`config.mk`:
```
export PLATFORM = sky130hd
export DESIGN_NAME = imm_decode_stage
export DESIGN_NICKNAME = d
export VERILOG_FILES = /design/src/rtl/imm_pkg.sv /design/src/rtl/imm_gen.sv /design/src/rtl/imm_decode_stage.sv
export SDC_FILE = /design/constraint.sdc
export NUM_CORES = 1
export LEC_CHECK = 0
export CAP_MARGIN = 25
export CORE_AREA = 5 5 171 173
export CTS_CLUSTER_SIZE = 30
export DETAILED_ROUTE_END_ITERATION = 16
export DIE_AREA = 0 0 176 178
export GPL_TIMING_DRIVEN = 0
export SYNTH_ARGS = -nofsm -noshare
export SYNTH_HDL_FRONTEND = slang
export SYNTH_SLANG_ARGS = --single-unit
export TNS_END_PERCENT = 5
```
`constraint.sdc`:
```
create_clock -name i_clk -period 6.76 [get_ports i_clk]
set_input_delay 1.014 -clock i_clk [delete_from_list [all_inputs] [get_ports i_clk]]
set_output_delay 1.014 -clock i_clk [all_outputs]
set_load 0.05 [all_outputs]
```
`src/rtl/imm_pkg.sv`:
```
// Shared constants for the immediate decode stage: RV32I opcodes,
// one-hot format bit positions and the format vector width.
package imm_pkg;

    localparam int FMT_W = 6;

    localparam int FMT_R = 0;
    localparam int FMT_I = 1;
    localparam int FMT_S = 2;
    localparam int FMT_B = 3;
    localparam int FMT_U = 4;
    localparam int FMT_J = 5;

    localparam logic [6:0] OPC_OP     = 7'b0110011;
    localparam logic [6:0] OPC_OP_IMM = 7'b0010011;
    localparam logic [6:0] OPC_LOAD   = 7'b0000011;
    localparam logic [6:0] OPC_JALR   = 7'b1100111;
    localparam logic [6:0] OPC_SYSTEM = 7'b1110011;
    localparam logic [6:0] OPC_STORE  = 7'b0100011;
    localparam logic [6:0] OPC_BRANCH = 7'b1100011;
    localparam logic [6:0] OPC_LUI    = 7'b0110111;
    localparam logic [6:0] OPC_AUIPC  = 7'b0010111;
    localparam logic [6:0] OPC_JAL    = 7'b1101111;

    // One-hot format vector with a single bit set at position idx.
    function automatic logic [FMT_W-1:0] fmt_onehot(input int idx);
        logic [FMT_W-1:0] v;
        v = '0;
        v[idx] = 1'b1;
        return v;
    endfunction

endpackage

```
`src/rtl/imm_gen.sv`:
```
// Combinational opcode decode and RV32I immediate generation.
// The illegal-opcode output exists only when IMM_DECODE_ILLEGAL_EN is defined.
module imm_gen
    import imm_pkg::*;
#(
    parameter int XLEN = 32
) (
    input  logic [31:0]      inst,
    output logic [FMT_W-1:0] format,
    output logic [XLEN-1:0]  immediate
`ifdef IMM_DECODE_ILLEGAL_EN
    ,
    output logic             illegal
`endif
);

    logic [31:0] imm32;
    logic        bad_opc;

    // Select format and assemble the 32-bit immediate from the opcode.
    always_comb begin
        format  = '0;
        imm32   = 32'h0000_0000;
        bad_opc = 1'b0;
        case (inst[6:0])
            OPC_OP: begin
                format = fmt_onehot(FMT_R);
            end
            OPC_OP_IMM, OPC_LOAD, OPC_JALR, OPC_SYSTEM: begin
                format = fmt_onehot(FMT_I);
                imm32  = {{20{inst[31]}}, inst[31:20]};
            end
            OPC_STORE: begin
                format = fmt_onehot(FMT_S);
                imm32  = {{20{inst[31]}}, inst[31:25], inst[11:7]};
            end
            OPC_BRANCH: begin
                format = fmt_onehot(FMT_B);
                imm32  = {{19{inst[31]}}, inst[31], inst[7], inst[30:25], inst[11:8], 1'b0};
            end
            OPC_LUI, OPC_AUIPC: begin
                format = fmt_onehot(FMT_U);
                imm32  = {inst[31:12], 12'h000};
            end
            OPC_JAL: begin
                format = fmt_onehot(FMT_J);
                imm32  = {{11{inst[31]}}, inst[31], inst[19:12], inst[20], inst[30:21], 1'b0};
            end
            default: begin
                bad_opc = 1'b1;
            end
        endcase
    end

    // Every 32-bit immediate already carries inst[31] in bit 31; widen signed.
    assign immediate = XLEN'($signed(imm32));

`ifdef IMM_DECODE_ILLEGAL_EN
    assign illegal = bad_opc;
`else
    logic unused_bad_opc;
    assign unused_bad_opc = bad_opc;
`endif

endmodule

```
`src/rtl/imm_decode_stage.sv`:
```
// Immediate decode stage: decodes on the input side, buffers decoded
// entries in a DEPTH-entry circular FIFO and presents the head from
// output registers (1-cycle latency, no input-to-output combinational path).
// Optional feature macro: IMM_DECODE_ILLEGAL_EN (stores and reports o_illegal).
module imm_decode_stage
    import imm_pkg::*;
#(
    parameter int XLEN  = 32,
    parameter int DEPTH = 2
) (
    input  logic             i_clk,
    input  logic             i_rst,
    input  logic             i_flush,
    input  logic             i_valid,
    output logic             o_ready,
    input  logic [31:0]      i_inst,
    output logic             o_valid,
    input  logic             i_ready,
    output logic [FMT_W-1:0] o_format,
    output logic [XLEN-1:0]  o_immediate,
    output logic [31:0]      o_inst,
    output logic             o_illegal
);

    localparam int PW = $clog2(DEPTH);
    localparam int CW = PW + 1;

    logic [PW-1:0]    rd_ptr_r, wr_ptr_r, rd_next_s, wr_next_s;
    logic [CW-1:0]    count_r, count_next_s;
    logic             push_s, pop_s, accept_s, head_new_s;

    logic [FMT_W-1:0] gen_format_s;
    logic [XLEN-1:0]  gen_imm_s;

    logic [FMT_W-1:0] fmt_mem [DEPTH];
    logic [XLEN-1:0]  imm_mem [DEPTH];
    logic [31:0]      inst_mem [DEPTH];

    logic [FMT_W-1:0] head_fmt_s;
    logic [XLEN-1:0]  head_imm_s;
    logic [31:0]      head_inst_s;

`ifdef IMM_DECODE_ILLEGAL_EN
    logic gen_illegal_s;
    logic ill_mem [DEPTH];
    logic head_ill_s;
`endif

    imm_gen #(.XLEN(XLEN)) u_gen (
        .inst      (i_inst),
        .format    (gen_format_s),
        .immediate (gen_imm_s)
`ifdef IMM_DECODE_ILLEGAL_EN
        ,
        .illegal   (gen_illegal_s)
`endif
    );

    assign o_ready  = (count_r != CW'(DEPTH));
    assign push_s   = i_valid & o_ready;
    assign pop_s    = o_valid & i_ready;
    assign accept_s = push_s & ~i_flush;

    // Next pointers and occupancy; flush empties the buffer and drops any push/pop.
    always_comb begin
        rd_next_s    = rd_ptr_r;
        wr_next_s    = wr_ptr_r;
        count_next_s = count_r;
        if (i_flush) begin
            rd_next_s    = '0;
            wr_next_s    = '0;
            count_next_s = '0;
        end else begin
            if (push_s) begin
                wr_next_s = wr_ptr_r + PW'(1);
            end else begin
                wr_next_s = wr_ptr_r;
            end
            if (pop_s) begin
                rd_next_s = rd_ptr_r + PW'(1);
            end else begin
                rd_next_s = rd_ptr_r;
            end
            case ({push_s, pop_s})
                2'b10:   count_next_s = count_r + CW'(1);
                2'b01:   count_next_s = count_r - CW'(1);
                default: count_next_s = count_r;
            endcase
        end
    end

    // The next head is the entry being written this cycle when it lands in the head slot.
    assign head_new_s = accept_s & (wr_ptr_r == rd_next_s);

    // Pick the entry the output registers will present next cycle.
    always_comb begin
        head_fmt_s  = fmt_mem[rd_next_s];
        head_imm_s  = imm_mem[rd_next_s];
        head_inst_s = inst_mem[rd_next_s];
        if (head_new_s) begin
            head_fmt_s  = gen_format_s;
            head_imm_s  = gen_imm_s;
            head_inst_s = i_inst;
        end else begin
            head_fmt_s  = fmt_mem[rd_next_s];
            head_imm_s  = imm_mem[rd_next_s];
            head_inst_s = inst_mem[rd_next_s];
        end
    end

    // Entry storage written at the write pointer on an accepted push.
    always_ff @(posedge i_clk) begin
        if (accept_s && !i_rst) begin
            fmt_mem[wr_ptr_r]  <= gen_format_s;
            imm_mem[wr_ptr_r]  <= gen_imm_s;
            inst_mem[wr_ptr_r] <= i_inst;
        end
    end

    // Pointer/count state and registered head outputs; payload holds when empty.
    always_ff @(posedge i_clk) begin
        if (i_rst) begin
            rd_ptr_r    <= '0;
            wr_ptr_r    <= '0;
            count_r     <= '0;
            o_valid     <= 1'b0;
            o_format    <= '0;
            o_immediate <= '0;
            o_inst      <= 32'h0000_0000;
        end else begin
            rd_ptr_r <= rd_next_s;
            wr_ptr_r <= wr_next_s;
            count_r  <= count_next_s;
            o_valid  <= (count_next_s != CW'(0));
            if (count_next_s != CW'(0)) begin
                o_format    <= head_fmt_s;
                o_immediate <= head_imm_s;
                o_inst      <= head_inst_s;
            end
        end
    end

`ifdef IMM_DECODE_ILLEGAL_EN
    // Per-entry illegal flag storage.
    always_ff @(posedge i_clk) begin
        if (accept_s && !i_rst) begin
            ill_mem[wr_ptr_r] <= gen_illegal_s;
        end
    end

    assign head_ill_s = head_new_s ? gen_illegal_s : ill_mem[rd_next_s];

    // Registered illegal flag following the same head selection as the payload.
    always_ff @(posedge i_clk) begin
        if (i_rst) begin
            o_illegal <= 1'b0;
        end else if (count_next_s != CW'(0)) begin
            o_illegal <= head_ill_s;
        end
    end
`else
    assign o_illegal = 1'b0;
`endif

endmodule
```
# After elaboration in Yosys (flattened, before gate mapping)
# Memory sizes are Yosys's and may differ from the RTL's. A register that Yosys moved wholly into a read port is not among the register bits.
# Index checks and enable logic that the tools add are counted.
[word_totals]
input_bits = 37
memories = 3
out_inout_bits = 73
latchBits = 0
mem_bits_rw = 140
rom_bits = 0
regBits = 5
[classes]
n_mul = 0
mux = 8
n_shift = 0
reduce_logical = 6
n_eq_ne = 13
n_bitwise = 4
div = 0
n_addsub = 4
order_cmp = 0
[memory_table]
columns = ["memory", "depth", "width", "rd", "rd_ports_with_merged_regs", "write_ports", "line", "text"]
rows = [
  ["imm_mem", 2, 32, 1, 1, 1, "imm_decode_stage.sv:36", "logic [XLEN-1:0] imm_mem [DEPTH];"],
  ["inst_mem", 2, 32, 1, 1, 1, "imm_decode_stage.sv:37", "logic [31:0] inst_mem [DEPTH];"],
  ["fmt_mem", 2, 6, 1, 1, 1, "imm_decode_stage.sv:35", "logic [FMT_W-1:0] fmt_mem [DEPTH];"],
]
[op_table]
columns = ["cell", "n"]
rows = [
  ["$pmux W32 S5", 1],
  ["$pmux W6 S6", 1],
  ["$eq A7 B7 Y1 const B", 4],
  ["$eq A7 B6 Y1 const B", 3],
  ["$eq A7 B5 Y1 const B", 2],
  ["$eq A7 B2 Y1 const B", 1],
  ["$mux W1", 4],
  ["$pmux W2 S2", 1],
  ["$reduce_or A2 Y1", 2],
  ["$reduce_or A4 Y1", 1],
  ["$and A1 B1 Y1", 3],
  ["$add A1 B1 Y1 const B", 2],
  ["$add A2 B1 Y2 const B", 1],
  ["$eq A2 B1 Y1 const B", 1],
  ["$eq A2 B2 Y1 const B", 1],
  ["$mux W2", 1],
  ["$ne A2 B2 Y1 const B", 1],
  ["$reduce_bool A2 Y1", 1],
  ["$sub A2 B1 Y2 const B", 1],
  ["$logic_and A1 B1 Y1", 1],
  ["$logic_not A1 Y1", 1],
  ["$not A1 Y1", 1],
]

# Longest topological paths before layout
# Gate-level depths: netlist (run 1).
[logic_depth]
ltp_word = 6
mapped_depth = 10
mapped_depth_nobuf = 8

# Modules after synthesis
# A second synthesis (run 1) with hierarchy kept.
[unflattened]
hier_cells = 964
area_unflattened_um2 = 10053.4
[modules_own_cells]
columns = ["mod", "area_per_inst_um2", "cells_per_inst", "n_inst", "seq_area_each_um2"]
rows = [
  ["imm_decode_stage", 9480.3, 884, 1, 5705.5],
  ["imm_gen", 573.0, 80, 1, 0.0],
]

# Worst setup path before layout (run 1)
# No wires, ideal clock.
[synth_path]
path_kind = "input-to-reg"
from = "in i_rst"
to = "mem fmt_mem[0][0], enable pin"
cell_stages = 6
slack_ps = 1604
t_arrival_ps = 4657
required_ps = 6261
setup_ps = 499
cell_sequence = "clkbuf_1 -> nor2_1 -> nand3_1 -> buf_2 -> buf_1 -> nor2_1"
[synth_between]
elab_chain_len = 4
[synth_rtl]
columns = ["element", "line", "text"]
rows = [
  ["start, declared", "imm_decode_stage.sv:12", "input logic i_rst,"],
  ["$logic_not A1 Y1", "imm_decode_stage.sv:113", "if (accept_s && !i_rst) begin"],
  ["$logic_and A1 B1 Y1", "imm_decode_stage.sv:113", ""],
  ["$mux W1", "imm_decode_stage.sv:113", ""],
  ["$mux W1 (implied by the code)", "imm_decode_stage.sv:114", "fmt_mem[wr_ptr_r] <= gen_format_s;"],
  ["end, declared", "imm_decode_stage.sv:35", ""],
]
# Every way passes these cells.

# Worst setup path after layout (run 1)
[layout_path]
from = "in i_ready"
to = "reg o_immediate[0] (read register of imm_mem)"
[layout_between]
elab_chain_len = 5
[layout_rtl]
columns = ["element", "line", "text"]
rows = [
  ["start, declared", "imm_decode_stage.sv:18", "input logic i_ready,"],
  ["$and A1 B1 Y1 *", "imm_decode_stage.sv:61", "assign pop_s = o_valid & i_ready;"],
  ["$eq A2 B1 Y1 or $eq A2 B2 Y1 (tied branches)", "imm_decode_stage.sv:84", "case ({push_s, pop_s})"],
  ["$pmux W2 S2", "imm_decode_stage.sv:84", ""],
  ["$mux W2", "imm_decode_stage.sv:69", "if (i_flush) begin"],
  ["$reduce_bool A2 Y1", "imm_decode_stage.sv:135", "if (count_next_s != CW'(0)) begin"],
  ["end, declared", "imm_decode_stage.sv:20", "output logic [XLEN-1:0] o_immediate,"],
]
# Every way passes the cells marked *; elsewhere a longest branch is shown, timed or not.
# A chain may end at the register's enable or synchronous reset.

==> flow_metrics.env, run 1 <==
export IMPL_crit_type="in -> reg"
export IMPL_finalCritPeriodShare_pct=57.5
export IMPL_synth_distinct_cells=56
export IMPL_min_path_type="reg -> reg"
export IMPL_yosysWarnings=0
export IMPL_wl_per_cell_um=21.5
export IMPL_nFillCells=2628
export IMPL_antenna_found_initial=0
export IMPL_clkPwrFrac_pct=39.1
export IMPL_synth_area_leaders="edfxtp_1, dfxtp_1, a32o_1, nand2_1, nand3_1"
export IMPL_insertion_delay_ns=0.51
export IMPL_grt_use_total_pct=18.4
export IMPL_comb_power_share_pct=14.4
export IMPL_htreeDepth=1
export IMPL_finClkSkew_ns=0.00914
export IMPL_placed_cell_area_um2=11100
export IMPL_grt_overflow_total=0
export IMPL_synthFlopType="edfxtp_1"
export IMPL_muxShareOfSynthArea_pct=0.106
export IMPL_vias=7562
export IMPL_postCtsHoldBufs=0
export IMPL_worstPathMaxFanout=10
export IMPL_p_leak_uw=0.00410
export IMPL_drt_iter0_drc=681
export IMPL_yosys_area_top_type_share_pct=44.4
export IMPL_clk_pin_slew_ns=0.06
export IMPL_drc_errors=0
export IMPL_ys_ff_latch=215
export IMPL_sequentialPowerShare_pct=46.5
export IMPL_swShare_pct=26.7
export IMPL_ant_nets=0
export IMPL_power_density_nw_per_um2=270
export IMPL_yosysTopAreaCell="edfxtp_1"
export IMPL_synthSimpleGateAreaFrac_pct=15.8
export IMPL_layout_setup_ws_ns=2.87
export IMPL_synth_fa_ha_area_share_pct=0.132
export IMPL_die_height_um=178
export IMPL_antenna_cells=0
export IMPL_slew_headroom_pct=32.0
export IMPL_core_area_um2=27500
export IMPL_row_count=61
export IMPL_hold_viol=0
export IMPL_first_pass_iters=5
export IMPL_min_period_ns=3.89
export IMPL_max_slew_worst_pin_slew_ns=1.02
export IMPL_required_ns=7.16
export IMPL_post_cts_buffers=0
export IMPL_fin_area_um2=11800
export IMPL_syn_inst=865
export IMPL_p_int_uw=2340
export IMPL_multiInputGateArea_um2=3380
export IMPL_power_switching_uw=852
export IMPL_setup_viol=0
export IMPL_synth_most_common_cell="edfxtp_1"
export IMPL_synth_edf_count=140
export IMPL_die_w_um=176
export IMPL_gp_congestion=0.816
export IMPL_fmax_mhz=257
export IMPL_numPortBuffers=107
export IMPL_routed_wl_um=29300
export IMPL_drive_above_1_share_pct=7.55
export IMPL_met3_usage_pct=2.61
export IMPL_syn_nets=903
export IMPL_startpoint_type="input pin"
export IMPL_final_net_count=1040
export IMPL_start_util_pct=34.5
export IMPL_synth_top_cells_by_count="edfxtp_1, nand2_1, dfxtp_1"
export IMPL_end_kind="flop"
export IMPL_status="complete, no violations"
export IMPL_synth_top_family_by_area="compound AO/OA/AOI/OAI gates"
export IMPL_synth_avg_cell_area_um2=10.9
export IMPL_met1_usage_pct=25.2
export IMPL_first_global_vias=7551
export IMPL_area_growth_pct=24.8
export IMPL_synth_xor_area_share_pct=0.701
export IMPL_grt_pass1_wl_um=45100
export IMPL_grt_use_met2_pct=30.9
export IMPL_postCtsResizedCells=0
export IMPL_synth_compound_area_share_pct=18.7
export IMPL_die_area_um2=31300
export IMPL_critPathArrivalTime_ns=4.28
export IMPL_async_flop_share_pct=0
export IMPL_slew_violations=0
export IMPL_grt_max_degree=31
export IMPL_root_buffer="clkbuf_16"
export IMPL_vias_per_cell=5.54
export IMPL_busiest_layer="met2"
export IMPL_grt_setup_unrepaired="no"
export IMPL_irDropWorstVdd_uv=145
export IMPL_pre_cts_slack_ns=2.43
export IMPL_seqCellArea_um2=5710
export IMPL_clk_path_buf_depth=3
export IMPL_top_level_ports=110
export IMPL_max_cap_viol_count=0
export IMPL_detailed_place_hpwl_um=20200
export IMPL_ys_seq_area_share_pct=60.3
export IMPL_tritoncts="done"
export IMPL_cts_buffers=24
export IMPL_clock_sinks=215
export IMPL_synth_area_um2=9470
-- metal layers --
layer	wire length, um	share of wire (%)
met1	12900	44
met4	634	2.2
met5	0	0
met3	1820	6.2
met2	14000	48
-- flip-flops by register name, indices dropped and copies added, names as in the netlist --
signal and cells:
fmt_mem 12, wr_ptr_r 1, o_immediate 32, imm_mem 64, count_r 2, o_valid 1, rd_ptr_r 1, inst_mem 64
o_format 6, o_inst 32
-- kinds of logic (layout without fill, tap and decap cells) --
family                   Yosys count  count (layout)
AO/OA/AOI/OAI                    235             235
XOR/XNOR                           6               6
adder cells (fa/ha/maj)            1               1
buffers and inverters             86             241
flip-flops                       215             215
multiplexers                       1               1
other                              1               1
AND/OR/NAND/NOR                  320             320
-- worst max-delay path, stage by stage --
cell and delay [ns]:
clkdlybuf4s50_1 0.42, and2_1 0.14, buf_4 0.15, ha_1 0.31, nor2b_1 0.16, a221oi_2 0.84
nor2_1 0.13, clkbuf_1 0.36, clkbuf_1 0.42, a32o_1 0.33
-- final cells by class --
class / instances / area share, %
sequential: 215 / 48.3
multi-input combinational: 564 / 28.6
timing repair buffer: 111 / 9.74
clock buffer: 34 / 5.75
tap: 346 / 3.66
buffer: 82 / 3.25
clock inverter: 10 / 0.583
inverter: 4 / 0.127
-- cell usage in the layout, fill, tap and decap left out, drive strengths merged, types with 3 or more instances in the layout --
cell	Yosys	final
nand3	61	61
inv	3	3
clkdlybuf4s50	0	107
o32ai	3	3
edfxtp	140	140
o21ai	37	37
a211o	18	18
clkbuf	39	73
nor3	36	36
or2	3	3
nand2	120	120
nor2b	3	3
a21oi	40	40
a32o	58	58
buf	43	47
o211ai	34	34
dfxtp	75	75
o31ai	7	7
clkinv	1	10
nor2	50	50
and3	13	13
a22o	4	4
or3	4	4
a21o	20	20
nand2b	10	10
xnor2	3	3
and2	10	10
a221o	4	4
-- worst paths after layout --
kind                                             startpoint                           to  slack [ns]  cells after the start
worst max-delay path                                i_ready  o_immediate[0]$_SDFFE_PP0P_        2.87                     10
worst min-delay path            o_immediate[8]$_SDFFE_PP0P_  o_immediate[8]$_SDFFE_PP0P_        0.45                      2
worst max register to register        count_r[0]$_SDFF_PP0_  o_immediate[0]$_SDFFE_PP0P_        3.39                      9
worst min register to register  o_immediate[8]$_SDFFE_PP0P_  o_immediate[8]$_SDFFE_PP0P_        0.45                      2
-- power groups by stage --
stage | sequential, uW | combinational [uW] | clock, uW
after detailed placement | 1510 | 460 | 0
after global placement | 1520 | 452 | 0
after CTS | 1490 | 462 | 1270
after floorplan | 1620 | 162 | 0
final | 1490 | 462 | 1250
after global routing | 1490 | 490 | 1320
-- stage by stage --
stage | hold WS (ns) | power, uW | util [%] | setup TNS (ns) | cells
final | 0.455 | 3200 | 43.0 | 0 | 1366
after global routing | 0.471 | 3300 | 43.0 | 0 | 1366
after CTS | 0.455 | 3210 | 43.0 | 0 | 1366
after detailed placement | 0.443 | 1970 | 40.3 | 0 | 1322
after global placement | 0.438 | 1970 | 39.9 | -159.09 | 1318
after floorplan | 0.493 | 1790 | - | 0 | 865
Power figures use the tool's default switching activity.
==> run 2: changes to the inputs <==
==> constraint.sdc (replaced) <==
create_clock -name i_clk -period 4 [get_ports i_clk]
set_input_delay 0.6 -clock i_clk [delete_from_list [all_inputs] [get_ports i_clk]]
set_output_delay 0.6 -clock i_clk [all_outputs]
set_load 0.05 [all_outputs]
==> results of run 2 <==
Same layout as run 1 (identical final DEF). Status: complete, no violations.
Main changes from that run: setup slack after placement 2.43 ns -> 0.0876 ns; setup slack after layout 2.87 ns -> 0.525 ns; register-to-register setup slack 3.39 ns -> 0.63 ns; total power 3200 uW -> 5400 uW; worst IR drop on VDD 145 uV -> 244 uV
